## src/rtl/fpnew_pkg.sv

```systemverilog
// Shared FP types for the write-back class encoder: formats, operand info,
// encoder modes, FCLASS bit positions and the canonical quiet-NaN helper.
package fpnew_pkg;

    typedef enum logic [2:0] {
        FP32    = 3'd0,
        FP64    = 3'd1,
        FP16    = 3'd2,
        FP8     = 3'd3,
        FP16ALT = 3'd4
    } fp_format_e;

    localparam int unsigned MAX_WIDTH = 64;

    typedef struct packed {
        logic is_normal;
        logic is_subnormal;
        logic is_zero;
        logic is_inf;
        logic is_nan;
        logic is_signalling;
        logic is_quiet;
        logic is_boxed;
    } fp_info_t;

    typedef enum logic {
        CLASS_MASK = 1'b0,
        CANON_BOX  = 1'b1
    } class_mode_e;

    typedef enum logic [1:0] {
        SKID_EMPTY = 2'd0,
        SKID_ONE   = 2'd1,
        SKID_TWO   = 2'd2
    } skid_state_e;

    localparam int unsigned NUM_CLASSES    = 10;
    localparam int unsigned CLASS_NEG_INF  = 0;
    localparam int unsigned CLASS_NEG_NORM = 1;
    localparam int unsigned CLASS_NEG_SUB  = 2;
    localparam int unsigned CLASS_NEG_ZERO = 3;
    localparam int unsigned CLASS_POS_ZERO = 4;
    localparam int unsigned CLASS_POS_SUB  = 5;
    localparam int unsigned CLASS_POS_NORM = 6;
    localparam int unsigned CLASS_POS_INF  = 7;
    localparam int unsigned CLASS_SNAN     = 8;
    localparam int unsigned CLASS_QNAN     = 9;

    function automatic int unsigned exp_bits(input fp_format_e fmt);
        case (fmt)
            FP64:    return 11;
            FP16:    return 5;
            FP8:     return 5;
            FP16ALT: return 8;
            default: return 8;
        endcase
    endfunction

    function automatic int unsigned man_bits(input fp_format_e fmt);
        case (fmt)
            FP64:    return 52;
            FP16:    return 10;
            FP8:     return 2;
            FP16ALT: return 7;
            default: return 23;
        endcase
    endfunction

    function automatic int unsigned fp_width(input fp_format_e fmt);
        return 1 + exp_bits(fmt) + man_bits(fmt);
    endfunction

    // {0, exponent all ones, mantissa MSB set, rest zero}, right-aligned in MAX_WIDTH bits
    function automatic logic [MAX_WIDTH-1:0] canonical_qnan(input fp_format_e fmt);
        logic [MAX_WIDTH-1:0] pat;
        int unsigned e;
        int unsigned m;
        pat = '0;
        e   = exp_bits(fmt);
        m   = man_bits(fmt);
        for (int unsigned i = 0; i < MAX_WIDTH; i++) begin
            if ((i >= m - 1) && (i < m + e)) begin
                pat[i] = 1'b1;
            end
        end
        return pat;
    endfunction

endpackage

```

## src/rtl/fpnew_class_encoder_if.sv

```systemverilog
// Input/output handshake bundle of the class encoder.
interface fpnew_class_encoder_if
    import fpnew_pkg::*;
#(
    parameter int unsigned WIDTH     = 32,
    parameter int unsigned FLEN      = 64,
    parameter int unsigned TAG_WIDTH = 4
);
    logic                 in_valid_i;
    logic                 in_ready_o;
    logic [WIDTH-1:0]     value_i;
    fp_info_t             info_i;
    class_mode_e          mode_i;
    logic [TAG_WIDTH-1:0] tag_i;
    logic                 out_valid_o;
    logic                 out_ready_i;
    logic [FLEN-1:0]      result_o;
    logic                 nv_o;
    logic [TAG_WIDTH-1:0] tag_o;

    modport master (
        output in_valid_i, value_i, info_i, mode_i, tag_i, out_ready_i,
        input  in_ready_o, out_valid_o, result_o, nv_o, tag_o
    );

    modport slave (
        input  in_valid_i, value_i, info_i, mode_i, tag_i, out_ready_i,
        output in_ready_o, out_valid_o, result_o, nv_o, tag_o
    );
endinterface

```

## src/rtl/fpnew_out_skid.sv

```systemverilog
// Two-entry output buffer: an output register plus a skid register, so the
// ready towards the producer depends only on registered state.
module fpnew_out_skid
    import fpnew_pkg::*;
#(
    parameter type T = logic
) (
    input  logic clk_i,
    input  logic rst_i,
    input  logic flush_i,
    input  logic in_valid_i,
    output logic in_ready_o,
    input  T     in_data_i,
    output logic out_valid_o,
    input  logic out_ready_i,
    output T     out_data_o
);
    skid_state_e state_q, state_d;
    T            out_q, out_d;
    T            skid_q, skid_d;
    logic        accept;
    logic        pop;

    assign in_ready_o  = (state_q != SKID_TWO) && !rst_i;
    assign out_valid_o = (state_q != SKID_EMPTY);
    assign out_data_o  = out_q;
    assign accept      = in_valid_i && in_ready_o;
    assign pop         = out_valid_o && out_ready_i;

    // Next state and register loads; a flush drops the offered item and keeps data regs.
    always_comb begin
        state_d = state_q;
        out_d   = out_q;
        skid_d  = skid_q;
        if (flush_i) begin
            state_d = SKID_EMPTY;
        end else begin
            case (state_q)
                SKID_EMPTY: begin
                    if (accept) begin
                        out_d   = in_data_i;
                        state_d = SKID_ONE;
                    end
                end
                SKID_ONE: begin
                    if (accept && pop) begin
                        out_d = in_data_i;
                    end else if (accept) begin
                        skid_d  = in_data_i;
                        state_d = SKID_TWO;
                    end else if (pop) begin
                        state_d = SKID_EMPTY;
                    end
                end
                SKID_TWO: begin
                    if (pop) begin
                        out_d   = skid_q;
                        state_d = SKID_ONE;
                    end
                end
                default: state_d = SKID_EMPTY;
            endcase
        end
    end

    // State and payload registers with synchronous reset.
    always_ff @(posedge clk_i) begin
        if (rst_i) begin
            state_q <= SKID_EMPTY;
            out_q   <= '0;
            skid_q  <= '0;
        end else begin
            state_q <= state_d;
            out_q   <= out_d;
            skid_q  <= skid_d;
        end
    end
endmodule

```

## src/rtl/fpnew_class_encoder.sv

```systemverilog
// FPU write-back encoder: FCLASS mask or canonicalised NaN-boxed result,
// registered through a two-entry output buffer.
module fpnew_class_encoder
    import fpnew_pkg::*;
#(
    parameter fp_format_e  FpFormat  = fp_format_e'(0),
    parameter int unsigned FLEN      = 64,
    parameter int unsigned TAG_WIDTH = 4
) (
    input logic                  clk_i,
    input logic                  rst_i,
    input logic                  flush_i,
    fpnew_class_encoder_if.slave bus
);
    localparam int unsigned          WIDTH      = fp_width(FpFormat);
    localparam logic [MAX_WIDTH-1:0] CANON_FULL = canonical_qnan(FpFormat);

    typedef struct packed {
        logic [FLEN-1:0]      result;
        logic                 nv;
        logic [TAG_WIDTH-1:0] tag;
    } payload_t;

    logic [NUM_CLASSES-1:0] mask;
    logic                   sign;
    payload_t               in_payload;
    payload_t               out_payload;

    // FCLASS one-hot; an unboxed operand reads as a quiet NaN.
    always_comb begin
        mask = '0;
        sign = bus.value_i[WIDTH-1];
        if (!bus.info_i.is_boxed) begin
            mask[CLASS_QNAN] = 1'b1;
        end else if (bus.info_i.is_nan && bus.info_i.is_signalling) begin
            mask[CLASS_SNAN] = 1'b1;
        end else if (bus.info_i.is_nan || bus.info_i.is_quiet) begin
            mask[CLASS_QNAN] = 1'b1;
        end else if (bus.info_i.is_inf) begin
            mask[sign ? CLASS_NEG_INF : CLASS_POS_INF] = 1'b1;
        end else if (bus.info_i.is_normal) begin
            mask[sign ? CLASS_NEG_NORM : CLASS_POS_NORM] = 1'b1;
        end else if (bus.info_i.is_subnormal) begin
            mask[sign ? CLASS_NEG_SUB : CLASS_POS_SUB] = 1'b1;
        end else if (bus.info_i.is_zero) begin
            mask[sign ? CLASS_NEG_ZERO : CLASS_POS_ZERO] = 1'b1;
        end else begin
            mask[CLASS_QNAN] = 1'b1;
        end
    end

    // Payload selection; the NaN box is built by presetting all ones.
    always_comb begin
        in_payload     = '0;
        in_payload.tag = bus.tag_i;
        if (bus.mode_i == CLASS_MASK) begin
            in_payload.result[NUM_CLASSES-1:0] = mask;
            in_payload.nv                      = 1'b0;
        end else begin
            in_payload.result = '1;
            in_payload.result[WIDTH-1:0] = bus.info_i.is_nan ? CANON_FULL[WIDTH-1:0]
                                                             : bus.value_i;
            in_payload.nv = bus.info_i.is_signalling;
        end
    end

    fpnew_out_skid #(
        .T (payload_t)
    ) i_out_skid (
        .clk_i       (clk_i),
        .rst_i       (rst_i),
        .flush_i     (flush_i),
        .in_valid_i  (bus.in_valid_i),
        .in_ready_o  (bus.in_ready_o),
        .in_data_i   (in_payload),
        .out_valid_o (bus.out_valid_o),
        .out_ready_i (bus.out_ready_i),
        .out_data_o  (out_payload)
    );

    assign bus.result_o = out_payload.result;
    assign bus.nv_o     = out_payload.nv;
    assign bus.tag_o    = out_payload.tag;
endmodule

```

## src/flat_wrapper.sv

```systemverilog
// flat-port wrapper written by rule: the top's interface ports become plain ports
module fpnew_class_encoder_flat import fpnew_pkg::*;
#(
    parameter fp_format_e  FpFormat  = fp_format_e'(0),
    parameter int unsigned FLEN      = 64,
    parameter int unsigned TAG_WIDTH = 4
)
  (clk_i, rst_i, flush_i, bus_in_valid_i, bus_value_i, bus_info_i, bus_mode_i, bus_tag_i, bus_out_ready_i, bus_in_ready_o, bus_out_valid_o, bus_result_o, bus_nv_o, bus_tag_o);
  fpnew_class_encoder_if #(.WIDTH(32), .FLEN(FLEN), .TAG_WIDTH(TAG_WIDTH)) bus_i ();
  input logic clk_i;
  input logic rst_i;
  input logic flush_i;
  input wire logic [$bits(bus_i.in_valid_i)-1:0] bus_in_valid_i;
  input wire logic [$bits(bus_i.value_i)-1:0] bus_value_i;
  input wire logic [$bits(bus_i.info_i)-1:0] bus_info_i;
  input wire logic [$bits(bus_i.mode_i)-1:0] bus_mode_i;
  input wire logic [$bits(bus_i.tag_i)-1:0] bus_tag_i;
  input wire logic [$bits(bus_i.out_ready_i)-1:0] bus_out_ready_i;
  output wire logic [$bits(bus_i.in_ready_o)-1:0] bus_in_ready_o;
  output wire logic [$bits(bus_i.out_valid_o)-1:0] bus_out_valid_o;
  output wire logic [$bits(bus_i.result_o)-1:0] bus_result_o;
  output wire logic [$bits(bus_i.nv_o)-1:0] bus_nv_o;
  output wire logic [$bits(bus_i.tag_o)-1:0] bus_tag_o;
  assign bus_i.in_valid_i = bus_in_valid_i;
  assign bus_i.value_i = bus_value_i;
  assign bus_i.info_i = bus_info_i;
  assign bus_i.mode_i = bus_mode_i;
  assign bus_i.tag_i = bus_tag_i;
  assign bus_i.out_ready_i = bus_out_ready_i;
  assign bus_in_ready_o = bus_i.in_ready_o;
  assign bus_out_valid_o = bus_i.out_valid_o;
  assign bus_result_o = bus_i.result_o;
  assign bus_nv_o = bus_i.nv_o;
  assign bus_tag_o = bus_i.tag_o;
  fpnew_class_encoder #(.FpFormat(FpFormat), .FLEN(FLEN), .TAG_WIDTH(TAG_WIDTH)) u_core (.clk_i(clk_i), .rst_i(rst_i), .flush_i(flush_i), .bus(bus_i));
endmodule
```

## config.mk

```make
export PLATFORM = sky130hd
export DESIGN_NAME = fpnew_class_encoder_flat
export DESIGN_NICKNAME = d
export VERILOG_FILES = /design/src/rtl/fpnew_pkg.sv /design/src/rtl/fpnew_class_encoder_if.sv /design/src/rtl/fpnew_out_skid.sv /design/src/rtl/fpnew_class_encoder.sv /design/src/flat_wrapper.sv
export SDC_FILE = /design/constraint.sdc
export NUM_CORES = 1
export LEC_CHECK = 0
export ABC_CLOCK_PERIOD_IN_PS = 4500
export CAP_MARGIN = 15
export CORE_MARGIN = 2
export CORE_UTILIZATION = 48
export CTS_CLUSTER_SIZE = 28
export DETAILED_ROUTE_END_ITERATION = 12
export PLACE_DENSITY = 0.75
export SYNTH_ARGS = -nofsm -noshare
export SYNTH_HDL_FRONTEND = slang
export SYNTH_HIERARCHICAL = 1
export SYNTH_SLANG_ARGS = --single-unit
```

## constraint.sdc

```tcl
create_clock -name clk_i -period 4.5 [get_ports clk_i]
set_clock_uncertainty 0.15 [all_clocks]
set_input_delay 0.45 -clock clk_i [delete_from_list [all_inputs] [get_ports clk_i]]
set_output_delay 0.45 -clock clk_i [all_outputs]
set_load 0.005 [all_outputs]
```

# After elaboration in Yosys (flattened, before gate mapping)
# Cells that the tools add are included.
op_classes:
  n_lt_le_gt_ge: 8
  n_eq_ne: 8
  muxes: 37
  bitwise_logic: 2
  n_reduce_logical: 18
op_table:
  columns: ["cell", "count"]
  rows:
  - ["2-to-1 mux 69 bit", 3]
  - ["case mux 69 bit (3 select lines)", 1]
  - ["greater-or-equal comparator 32 x 1 -> 1 bit (second input constant)", 4]
  - ["< comparator 32 x 5 -> 1 bit (second input constant)", 4]
  - ["2-to-1 mux 54 bit", 1]
  - ["2-to-1 mux 32 bit", 1]
  - ["2-to-1 mux 10 bit", 3]
  - ["2-to-1 mux 9 bit", 3]
  - ["demux 1 bit (select 4 bit)", 4]
  - ["2-to-1 mux 3 bit", 4]
  - ["2-to-1 mux 11 bit", 1]
  - ["2-to-1 mux 2 bit", 5]
  - ["inequality test 2 bit (second input constant)", 5]
  - ["logical AND 1 bit", 9]
  - ["2-to-1 mux 1 bit", 9]
  - ["2-to-1 mux 8 bit", 1]
  - ["AND reduction 4 bit", 2]
  - ["case mux 2 bit (3 select lines)", 1]
  - ["AND reduction 5 bit", 1]
  - ["inequality test 3 bit (second input constant)", 1]
  - ["nonzero test 3 bit", 1]
  - ["equality test 2 x 1 -> 1 bit (second input constant)", 1]
  - ["equality test 2 bit (second input constant)", 1]
  - ["logical NOT 2 bit", 1]
  - ["5 further kinds", 6]
word_totals:
  regBits: 140
  in_bits: 50
  out_inout_bits: 71
  wordCells: 80

# Longest topological paths before layout
depth:
  ltp_word: 15
  mapped_depth: 8
  ltp_nobuf: 5

# By module
# Netlist, hierarchy kept.
by_module_without_submodules:
  columns: ["mod", "n_inst", "cells_each", "area_each_um2", "seq_area_each_um2"]
  rows:
  - ["fpnew_out_skid", 1, 668, 6237.2, 2802.7]
  - ["fpnew_class_encoder", 1, 63, 356.6, 0.0]

# Least setup slack after synthesis
# OpenSTA, ideal clock, no wires.
synth_path:
  path_kind: "input to register"
  startpoint: "input rst_i"
  endpoint: "register u_core.i_out_skid.out_q, in the netlist u_core/i_out_skid/out_data_o[22]"
  setup_ns: 0.081
  arrival_ns: 1.632
  required_ns: 4.269
  setup_slack_ns: 2.637
  cell_stages: 8
  path_buffers: 5
  path_cell_list: "clkbuf_1 -> nor2b_1 -> buf_2 -> a31o_1 -> buf_2 -> buf_4 -> buf_4 -> a211oi_2"
synth_between:
  elab_chain_len: 6
  word_cells_on_any_way: 7
  classes_between: "eq/ne (2); reduce/logical (5)"
synth_rtl:
  columns: ["element", "line", "rtl"]
  rows:
  - ["from (decl)", "flat_wrapper.sv:11", "input logic rst_i;"]
  - ["logical NOT 1 bit", "fpnew_out_skid.sv:24", "assign in_ready_o = (state_q != SKID_TWO) && !rst_i;"]
  - ["logical AND 1 bit", "fpnew_out_skid.sv:24", null]
  - ["logical AND 1 bit", "fpnew_out_skid.sv:27", "assign accept = in_valid_i && in_ready_o;"]
  - ["logical AND 1 bit", "fpnew_out_skid.sv:46", "if (accept && pop) begin"]
  - ["inequality test 2 bit (no line)", null, null]
  - ["AND reduction 5 bit (no line)", null, null]
  - ["to (signal assigned)", "fpnew_out_skid.sv:74", "out_q <= out_d;"]
  - ["to (decl)", "fpnew_out_skid.sv:19", "T out_q, out_d;"]
# Several ways; a longest one is shown, not always the timed one.
# A chain may end at the register's enable or synchronous reset.

# Worst setup path in the final report
layout_path:
  startpoint: "input rst_i"
  endpoint: "output bus_in_ready_o"
layout_between:
  elab_chain_len: 2
layout_rtl:
  columns: ["element", "line", "rtl"]
  rows:
  - ["logical NOT 1 bit", "fpnew_out_skid.sv:24", null]
  - ["logical AND 1 bit", "fpnew_out_skid.sv:24", null]
  - ["to (decl)", "flat_wrapper.sv:19", "output wire logic [$bits(bus_i.in_ready_o)-1:0] bus_in_ready_o;"]
# Every way passes these cells.

==> metrics.txt <==
CP endpoint kind=output port; die area=approximately 15000 um^2; sequential fraction of the synthesis area=0.4250; ranking of synthesized cells by area=dfxtp_1, mux2i_1, a311oi_1; Setup Fix Bufs, Post-CTS=0; Port Buf Inserts=120; antenna-violating nets left=0; met2 global-route usage=0.4256; met1 track demand over resource=0.3372; run status=complete, no violations; Worst slew margin=0.4072; CP Launch Point=rst_i; Synth Warn #=6; commonest non-fill, non-tap cells in the layout=dfxtp_1, clkdlybuf4s50_1, nand3_1; Critical Path Source Type=primary input; number of placed cells counting well taps=between 900 and 1000; Worst Hold End=u_core/i_out_skid/skid_q[1]; die span in x=between 100 and 150 um; Worst-path clk slew=~0.060 ns; Min-Delay Path Depth=2; reg-to-reg endpoint=u_core/i_out_skid/out_data_o[39]; grt total ovfl=0; vias after detailed routing=between 6000 and 7000; share of layout cells above drive strength 1=0.09023; vias in the first global route=between 6000 and 7000; dominant synthesized flop cell=dfxtp_1; met3 GRT Util=0.06109; Layout area overhead=27.63%; post-synthesis cell area=between 6000 and 7000 um^2; CTS tree=built; Routed WL=19160 um; Max Buffers Root-to-Sink=2; Least-Margin Pin Slew=just under 0.9 ns; Yosys cell types=35; CP Class=in -> out; Nets=approximately 840; largest net degree at the start of global routing=74; ant diodes=0; PnR worst setup slack=around 1.4 ns; crit path cell chain=buf_4, buf_4, nor2b_1, clkdlybuf4s50_1; crit-path max FO=73; setup TNS=0 ns; Synth top area share=0.4250; CTS Sinks=between 100 and 150; final core utilization=0.6305; syn avg cell area=9.020 um^2; DP Worst Slack=1.365 ns; DRT iter0 DRCs=about 740; hold path startpoint=u_core/i_out_skid/skid_q[1]; fin crit share=0.6804; Ports=between 100 and 150; number of synthesized flops with an enable pin=0; Hold Path Class=reg -> reg; grt peak-use layer=met2; Max Clk Rate=~330 MHz; first-pass GRT wire length=about 31000 um; syn nets=781; DR vias/cell=around 6.4; final hold viol count=0; routed len/inst=between 15 and 20 um; max-cap viol count=0; gpl congestion=approximately 0.83; arrival time worst endpoint=2.46 ns; worst skew pair latency=0.42 ns; hpwl dp=approximately 10000 um; critical path's most frequent cell=buf_4; DRC=0; max incr delay on CP=roughly 0.80 ns; critical path's slowest cell=buf_4; unrepaired setup endpoints after global routing=false; final setup fails=0; FF-to-FF Start=u_core/i_out_skid/state_q[0]; internal reg-to-reg setup slack=roughly 1.9 ns; cts hold-fix bufs=0; R2R cell count=4; WP data required=approximately 3.9 ns; worst vdd ir=between 0.0002 and 0.0003 V; Root Driver=clkbuf_16; Rows=between 40 and 50; share of flip-flops with an asynchronous set or reset=0; Initial Util=0.4940; Final min period=3.062 ns; TritonCTS Buffers=17; Total GRT Usage=0.2635; die height=121.2 um; Cell Pwr Density=378.5 nW/um^2; post-route insts no fill=between 900 and 1000; Core ar.=around 13000 um^2; max-slew violations=0; antenna violations before repair=0; CTS resizes=0; leak pwr=a little over 3 nW; Synth Instances=~730; cell taking the most area after synthesis=dfxtp_1; H-tree depth=4; most common cell after layout, fill and taps aside=dfxtp_1; Seq cells post-synth=140; 1st-pass router iterations=5
-- report_power, final --
part           switching, mW  internal (mW)  total (mW)  leakage [nW]
Sequential            0.0245           1.28        1.30          1.14
Clock                  0.524           1.01        1.53         0.312
Combinational          0.188          0.165       0.353          1.67
-- sequential cells by signal (all words and copies together) (netlist names) --
signal,flops
u_core/i_out_skid/out_data_o,69
u_core/i_out_skid/skid_q,69
u_core/i_out_skid/state_q,2
-- cell usage after synthesis, types with 3 or more instances --
cell type,number
mux2i_1,70
dfxtp_1,140
clkbuf_1,62
nor2b_1,3
and2_1,15
o21ai_0,71
nand3_1,72
a211oi_1,60
buf_2,32
a32o_1,3
a311oi_1,69
nand2_1,5
a21oi_1,70
a211oi_2,10
nor2_1,23
-- area by class of cell --
cell class	count	area, um^2
fill	1112	4932
clock inverter	12	192.7
inverter	2	7.507
sequential	140	2803
tap	176	220.2
multi-input combinational	492	3440
clock buffer	20	456.7
timing repair buffer	132	1296
-- metrics by stage --
step           instance area (um^2)  power [mW]  hold WS (ns)
3_3_place_gp                   7746       1.664        0.3087
3_5_place_dp                   7746       1.672        0.3159
6_report                       8416       3.185        0.3235
4_1_cts                        8396       3.194        0.3236
5_1_grt                        8416       3.288        0.3383
2_1_floorplan                  6594       1.500        0.3032
-- worst max-delay path, delay by kind of cell --
| family | cells | cell delay [ns] |
|---|---|---|
| buffers and inverters | 3 | 1.84 |
| and+or+nand+nor | 1 | 0.12 |
-- metal layers --
metal,vias up,share of wire
li1,2898,-
met1,3042,0.43
met2,297,0.47
met3,40,0.072
met4,0,0.020
met5,-,0
-- how the worst max path moves through the flow --
stage | slack (ns) | to
6_report | 1.44 | bus_in_ready_o
3_3_place_gp | 1.51 | bus_in_ready_o
5_1_grt | 1.33 | bus_in_ready_o
2_1_floorplan | 2.64 | u_core/i_out_skid/out_data_o[22]
4_1_cts | 1.47 | bus_in_ready_o
3_5_place_dp | 1.36 | u_core/i_out_skid/out_data_o[39]
-- cell families (layout without fill, tap and decap cells) --
| family | count (synthesis) | after routing | share of synthesized area |
|---|---|---|---|
| compound gates | 290 | 290 | 0.2998 |
| flops | 140 | 140 | 0.4250 |
| simple gates | 132 | 132 | 0.1053 |
| buf+inv | 99 | 166 | 0.06357 |
| mux | 70 | 70 | 0.1063 |
Note: power is estimated with default switching activity, not from simulation.
